### config.mk
export PLATFORM = sky130hd
export DESIGN_NAME = multicycle_control
export DESIGN_NICKNAME = d
export VERILOG_FILES = /design/src/rtl/multicycle_control.sv
export SDC_FILE = /design/constraint.sdc
export NUM_CORES = 1
export LEC_CHECK = 0
export ABC_CLOCK_PERIOD_IN_PS = 1980
export BUFFER_PORTS_ARGS = -buffer_cell sky130_fd_sc_hd__buf_2
export CAP_MARGIN = 40
export CORE_MARGIN = 1
export CORE_UTILIZATION = 44
export DETAILED_ROUTE_END_ITERATION = 8
export GPL_ROUTABILITY_DRIVEN = 0
export GPL_TIMING_DRIVEN = 0
export PLACE_DENSITY_LB_ADDON = 0.1
export SYNTH_ARGS = -nofsm -noshare
export SYNTH_HDL_FRONTEND = slang
export SYNTH_SLANG_ARGS = --single-unit
### constraint.sdc
create_clock -name clk -period 1.98 [get_ports clk]
set_input_delay 0.396 -clock clk [delete_from_list [all_inputs] [get_ports clk]]
set_output_delay 0.396 -clock clk [all_outputs]
set_load 0.01 [all_outputs]
### src/rtl/multicycle_control.sv
// Moore controller for the multicycle datapath: one state per datapath step,
// with strobes decoded from the state register and blanked while reset is high.
module multicycle_control #(
    parameter logic [5:0] OP_RTYPE        = 6'h00,
    parameter logic [5:0] OP_LW           = 6'h23,
    parameter logic [5:0] OP_SW           = 6'h2B,
    parameter logic [5:0] OP_BEQ          = 6'h04,
    parameter logic [5:0] OP_J            = 6'h02,
    parameter logic [5:0] OP_ADDI         = 6'h08,
    parameter bit         HALT_ON_ILLEGAL = 1'b0
) (
    input  logic       clk,
    input  logic       reset,
    input  logic [5:0] opCode,
    output logic       PCWrite,
    output logic       PCWriteCond,
    output logic       IorD,
    output logic       MemRead,
    output logic       MemWrite,
    output logic       MemtoReg,
    output logic       IRWrite,
    output logic       ALUSrcA,
    output logic       RegWrite,
    output logic       RegDst,
    output logic [1:0] ALUOp,
    output logic [1:0] ALUSrcB,
    output logic [1:0] PCSource,
    output logic [3:0] state,
    output logic       instr_done,
    output logic       illegal_op
);

    typedef enum logic [3:0] {
        FETCH      = 4'd0,
        FETCH_WAIT = 4'd1,
        DECODE     = 4'd2,
        MEM_ADDR   = 4'd3,
        MEM_READ   = 4'd4,
        MEM_WB     = 4'd5,
        MEM_WRITE  = 4'd6,
        EXECUTE    = 4'd7,
        R_WB       = 4'd8,
        BRANCH     = 4'd9,
        JUMP       = 4'd10,
        ADDI_EXEC  = 4'd11,
        ADDI_WB    = 4'd12,
        HALT       = 4'd13
    } state_t;

    state_t state_reg;
    logic   illegal_reg;

    always_ff @(posedge clk) begin
        if (reset) begin
            state_reg   <= FETCH;
            illegal_reg <= 1'b0;
        end else begin
            case (state_reg)
                FETCH:      state_reg <= FETCH_WAIT;
                FETCH_WAIT: state_reg <= DECODE;
                DECODE: begin
                    if (opCode == OP_LW || opCode == OP_SW) begin
                        state_reg <= MEM_ADDR;
                    end else if (opCode == OP_RTYPE) begin
                        state_reg <= EXECUTE;
                    end else if (opCode == OP_BEQ) begin
                        state_reg <= BRANCH;
                    end else if (opCode == OP_J) begin
                        state_reg <= JUMP;
                    end else if (opCode == OP_ADDI) begin
                        state_reg <= ADDI_EXEC;
                    end else begin
                        illegal_reg <= 1'b1;
                        if (HALT_ON_ILLEGAL) begin
                            state_reg <= HALT;
                        end else begin
                            state_reg <= FETCH;
                        end
                    end
                end
                MEM_ADDR: begin
                    // opCode is still held by the IR; only LW/SW can reach here
                    if (opCode == OP_LW) begin
                        state_reg <= MEM_READ;
                    end else if (opCode == OP_SW) begin
                        state_reg <= MEM_WRITE;
                    end else begin
                        state_reg <= FETCH;
                    end
                end
                MEM_READ:   state_reg <= MEM_WB;
                EXECUTE:    state_reg <= R_WB;
                ADDI_EXEC:  state_reg <= ADDI_WB;
                HALT:       state_reg <= HALT;
                MEM_WB, MEM_WRITE, R_WB, BRANCH, JUMP, ADDI_WB: state_reg <= FETCH;
                default:    state_reg <= FETCH;
            endcase
        end
    end

    always_comb begin
        PCWrite     = 1'b0;
        PCWriteCond = 1'b0;
        IorD        = 1'b0;
        MemRead     = 1'b0;
        MemWrite    = 1'b0;
        MemtoReg    = 1'b0;
        IRWrite     = 1'b0;
        ALUSrcA     = 1'b0;
        RegWrite    = 1'b0;
        RegDst      = 1'b0;
        ALUOp       = 2'b00;
        ALUSrcB     = 2'b00;
        PCSource    = 2'b00;
        instr_done  = 1'b0;
        case (state_reg)
            FETCH: begin
                MemRead = 1'b1;
                ALUSrcB = 2'b01;
                PCWrite = 1'b1;
            end
            FETCH_WAIT: begin
                IRWrite = 1'b1;
                MemRead = 1'b1;
            end
            DECODE: ALUSrcB = 2'b11;
            MEM_ADDR: begin
                ALUSrcA = 1'b1;
                ALUSrcB = 2'b10;
            end
            MEM_READ: begin
                IorD    = 1'b1;
                MemRead = 1'b1;
            end
            MEM_WB: begin
                IorD       = 1'b1;
                MemRead    = 1'b1;
                MemtoReg   = 1'b1;
                RegWrite   = 1'b1;
                instr_done = 1'b1;
            end
            MEM_WRITE: begin
                IorD       = 1'b1;
                MemWrite   = 1'b1;
                instr_done = 1'b1;
            end
            EXECUTE: begin
                ALUSrcA = 1'b1;
                ALUOp   = 2'b10;
            end
            R_WB: begin
                RegDst     = 1'b1;
                RegWrite   = 1'b1;
                instr_done = 1'b1;
            end
            BRANCH: begin
                ALUSrcA     = 1'b1;
                ALUOp       = 2'b01;
                PCWriteCond = 1'b1;
                PCSource    = 2'b01;
                instr_done  = 1'b1;
            end
            JUMP: begin
                PCWrite    = 1'b1;
                PCSource   = 2'b10;
                instr_done = 1'b1;
            end
            ADDI_EXEC: begin
                ALUSrcA = 1'b1;
                ALUSrcB = 2'b10;
            end
            ADDI_WB: begin
                RegWrite   = 1'b1;
                instr_done = 1'b1;
            end
            default: ;
        endcase
        // Blank every strobe during reset so no write escapes mid-instruction
        if (reset) begin
            PCWrite     = 1'b0;
            PCWriteCond = 1'b0;
            IorD        = 1'b0;
            MemRead     = 1'b0;
            MemWrite    = 1'b0;
            MemtoReg    = 1'b0;
            IRWrite     = 1'b0;
            ALUSrcA     = 1'b0;
            RegWrite    = 1'b0;
            RegDst      = 1'b0;
            ALUOp       = 2'b00;
            ALUSrcB     = 2'b00;
            PCSource    = 2'b00;
            instr_done  = 1'b0;
        end
    end

    assign state      = state_reg;
    assign illegal_op = illegal_reg & ~reset;

endmodule
# Yosys cells after proc, flatten, opt, wreduce, memory -nomap -nowiden
# Index checks and enable logic that the tools add are counted.
# op_classes
n_eq_ne,18
mux,36
bitwise_logic,7
n_reduce_logical,11
# op_table
operator,count
4-bit one-hot mux with 8 select lines,1
"4-bit equality test, second input constant",6
1-bit two-way mux,22
4-bit two-way mux,5
"4-bit by 3-bit equality test with 1-bit output, second input constant",4
"6-bit equality test, second input constant",2
"4-bit by 2-bit equality test with 1-bit output, second input constant",2
2-bit one-hot mux with 2 select lines,2
4-bit OR reduction,2
"6-bit by 2-bit equality test with 1-bit output, second input constant",1
"6-bit by 3-bit equality test with 1-bit output, second input constant",1
"6-bit by 4-bit equality test with 1-bit output, second input constant",1
6-bit logical NOT,1
2-bit two-way mux,3
3-bit two-way mux,2
1-bit NOT,6
2-bit one-hot mux with 3 select lines,1
6-bit AND reduction,1
3-bit OR reduction,2
6-bit OR reduction,1
"4-bit by 1-bit equality test with 1-bit output, second input constant",1
4-bit logical NOT,1
2-bit OR reduction,2
1-bit AND,1
1-bit logical OR,1
# word_totals
register_bits,5
word_cells,74

# Longest topological paths before layout
# depth
depth_word,7
ltp_mapped,5

# Least setup slack after synthesis
# OpenSTA, ideal clock, no wires.
# synth_path
path_type,register to output
startpoint,"register state_reg[1], in the netlist state[1]"
endpoint,output PCWrite
arrival_time_ps,1419
setup_slack_ps,165
stages_incl_launch_ff,5
path_buffers,2
path_cell_list,dfxtp_1 > clkbuf_1 > buf_1 > xor2_1 > nor4_1
# synth_between
elab_chain_len,4
word_cells_on_any_way,5
cone_classes,eq/ne: 1; mux: 2; reduce/logical: 2
# synth_rtl
item,line,text
start: declaration,50,state_t state_reg;
start signal: assignment,55,state_reg <= FETCH;
start signal: assignment,59,FETCH: state_reg <= FETCH_WAIT;
start signal: assignment,60,FETCH_WAIT: state_reg <= DECODE;
4-bit equality test / 4-bit logical NOT (equally long branches),116,case (state_reg)
2-bit OR reduction (no line) (*),-,
1-bit two-way mux (*),116,
1-bit two-way mux (*),179,if (reset) begin
end: declaration,15,"output logic PCWrite,"
# Mark *: on every way between the ends. The rest lies on a longest branch, timed or not.

# Worst setup path after layout
# layout_path
startpoint,"register state_reg[3], in the netlist state[3]"
endpoint,output PCSource[0]
# layout_between
elab_chain_len,3
word_cells_on_any_way,4
cone_classes,eq/ne: 2; mux: 2
# layout_rtl
item,line,text
4-bit equality test,116,
2-bit one-hot mux with 2 select lines (*),116,
2-bit two-way mux (*),179,
end: declaration,27,"output logic [1:0] PCSource,"
# Marked as above.

==> reports/metrics.cfg <==
[worst_setup_path]
path_cells=inv_1 > or3_1 > nor2_1 > buf_4 > buf_2
worstReg2RegEnd=state[1]
rr_worst_depth=3
crit_required_ps=1580
cp_slowest_stage_delay_ps=420
reg2reg_setup_slack_ps=250
path_max_fanout=6
cp_slowest_cell=or3_1
cp-start-kind=register
reg2reg_from=state[1]
endpoint_kind=output port
critPathArrivalTime_ps=1490
crit_type=register to output port

[sta]
period_minus_slack_ps=1890
setup_slack_ps=89.50
fin_crit_sh_pct=95.48
slew_viol_final=0
hold_ws_ps=455.2
rsz0062_at_grt=false
fin_skew_ps=3.589
hold_viol=0
setup_viol=0
worst_pin_slew_ps=459.3
timing.slew.headroom_pct=69.38
fin_tns_setup_ps=0
fmax_mhz=529.0

[status]
status=finished clean

[synth]
synth_simple_gate_area_share_pct=47.16
ys_seq_elements=5
synthCells=93
synth_top_family_by_area=simple AND/OR/NAND/NOR gates
ys.flop_type=dfxtp_1
synthMuxAreaShare_pct=0
synth_cell_type_count=34
yosys_warnings=0
synth-xor-area-share_pct=4.421
syn_nets=101
synth_edf_count=0
synth-compound-area-share_pct=23.16
syn_avg_cell_area_sq_um=6.391
synth_area_sq_um=594.3
async_flop_share_pct=0
synthAdderAreaFrac_pct=0
synth-seq-area-share_pct=16.84

[finish]
drive_gt1_share_pct=33.60
final_common_cell=buf_2
finish.utilization_pct=66.03
final_cell_mix=buf_2 (31), nor2_1 (14), a21oi_1 (9)
area_growth_pct=31.79
diodes=0
final_cell_count_no_fill=139
fillers=108
stdcell_area_sq_um=783.3
largest_reg_flops=4
fin_nets=134

[placed_design]
dp_slack_ps=103.3
dpl_cell_area_sq_um=757.0
port_buffers=29
dp.final_hpwl_microns=1185
dpl.cell_count=136

[power_and_ir_drop]
sequentialPowerShare_pct=31.3
p_int_uw=242.2
power_frac_comb_pct=35.8
power_density_mw_per_mm2=472.4
p_leak_nw=0.3845
irDropWorstVdd_uv=237.8
switching_power_uw=127.9
total_power_uw=370.0
p_sw_share_pct=34.55
p_clk_share_pct=32.8

[clock_tree]
hold_buffers=0
cts_max_path_buffers=2
insertion_delay_ps=250
cts_tree=done
cts_sinks=5
clockRootBuffer=clkbuf_4
htree_levels=1
clkTransAtPathRegs_ps=40
numCtsBuffers=3
post-cts-setup-buffers=0

[floorplanning]
ioPinCount=30
fp.dieArea_sq_mm=0.001502
die_h_microns=38.75
initial_core_util_pct=50.11
rows=12
die_x_microns=38.75
core_area_sq_mm=0.001186

[drt]
first_iter_violations=16
avgRoutedWirePerCell_microns=11.21
via_count=756
via_per_inst=5.439
dr.pass1.iters=4
drt-total-wl_microns=1558
drcViolationCount=0
ant_nets=0

[hold_path]
hold_path_depth=2
min-delay-start=illegal_reg
hold-path-endpoint=illegal_reg
worstHoldPathType=register to register

[global_route]
grt_pass1_vias=519
antenna_found_initial=0
grt_pass1_wl_microns=2270
grt_max_degree=13
track_usage_pct=23.10
grt-ovfl-total=0

[run]
max-cap-violations=0

-- layout make-up --
cell class / instances / area (sq um) / area share (%)
repair buffers: 29 / 145.1 / 18.53
well taps: 14 / 17.52 / 2.236
flip-flops and latches: 5 / 101.3 / 12.94
clock buffers: 4 / 26.28 / 3.355
inverters: 2 / 7.507 / 0.9585
multi-input cells: 78 / 444.2 / 56.71
plain buffers: 7 / 41.29 / 5.272
-- cell families after synthesis --
logic type | Yosys count
AOI/OAI and AO/OA | 24
DFF | 5
xor gates and xnor gates | 3
and+or+nand+nor | 51
buffers and inverters | 10
-- Yosys cell counts (2+ instances only) --
cell      instances  area, sq um
a211o_1           2        17.52
a21oi_1           9        45.04
and3_1            3        18.77
buf_1             2        7.510
clkbuf_1          3        11.26
dfxtp_1           5        100.1
inv_1             2        7.510
nand2_1           6        22.52
nand2b_1          5        31.28
nor2_1           14        52.55
nor2b_1           2        12.51
nor3_1            7        35.03
nor4_1            4        25.02
o21ai_0           8        40.04
xor2_1            2        17.52
-- critical path, delay by kind of cell (launching register included) --
family / cells / cell delay (ps)
and+or+nand+nor: 2 / 560
DFF: 1 / 350
buffers and inverters: 3 / 340
-- repair_timing --
| item | 4_1_cts | 5_1_grt |
|---|---|---|
| endpoints found under the setup margin | 6 | 7 |
| resized for setup | 1 | 3 |
| hold endpoints to repair | 0 | 0 |
-- power by group through the flow --
stage / combinational (mW) / sequential, mW / clock (mW)
detailed placement: 0.137 / 0.113 / 0
floorplan: 0.0916 / 0.116 / 0
global placement: 0.135 / 0.113 / 0
global route: 0.147 / 0.117 / 0.132
finish: 0.133 / 0.116 / 0.121
CTS: 0.132 / 0.116 / 0.126
-- how the worst max path moves through the flow --
stage | startpoint | end | slack (ps) | cells past startpoint
2_1_floorplan | state[1] | PCWrite | 170 | 4
3_3_place_gp | state[1] | instr_done | 130 | 5
3_5_place_dp | state[1] | PCWrite | 100 | 5
4_1_cts | state[3] | PCSource[0] | 20 | 5
5_1_grt | state[3] | PCSource[0] | 20 | 5
6_report | state[3] | PCSource[0] | 90 | 5
-- layer usage --
metal,track usage [%],share of wire [%]
met1,29.55,49
met4,15.52,2.4
met2,33.75,43
met5,0,0
met3,5.202,6.2
Note: power is estimated with default switching activity, not from simulation.
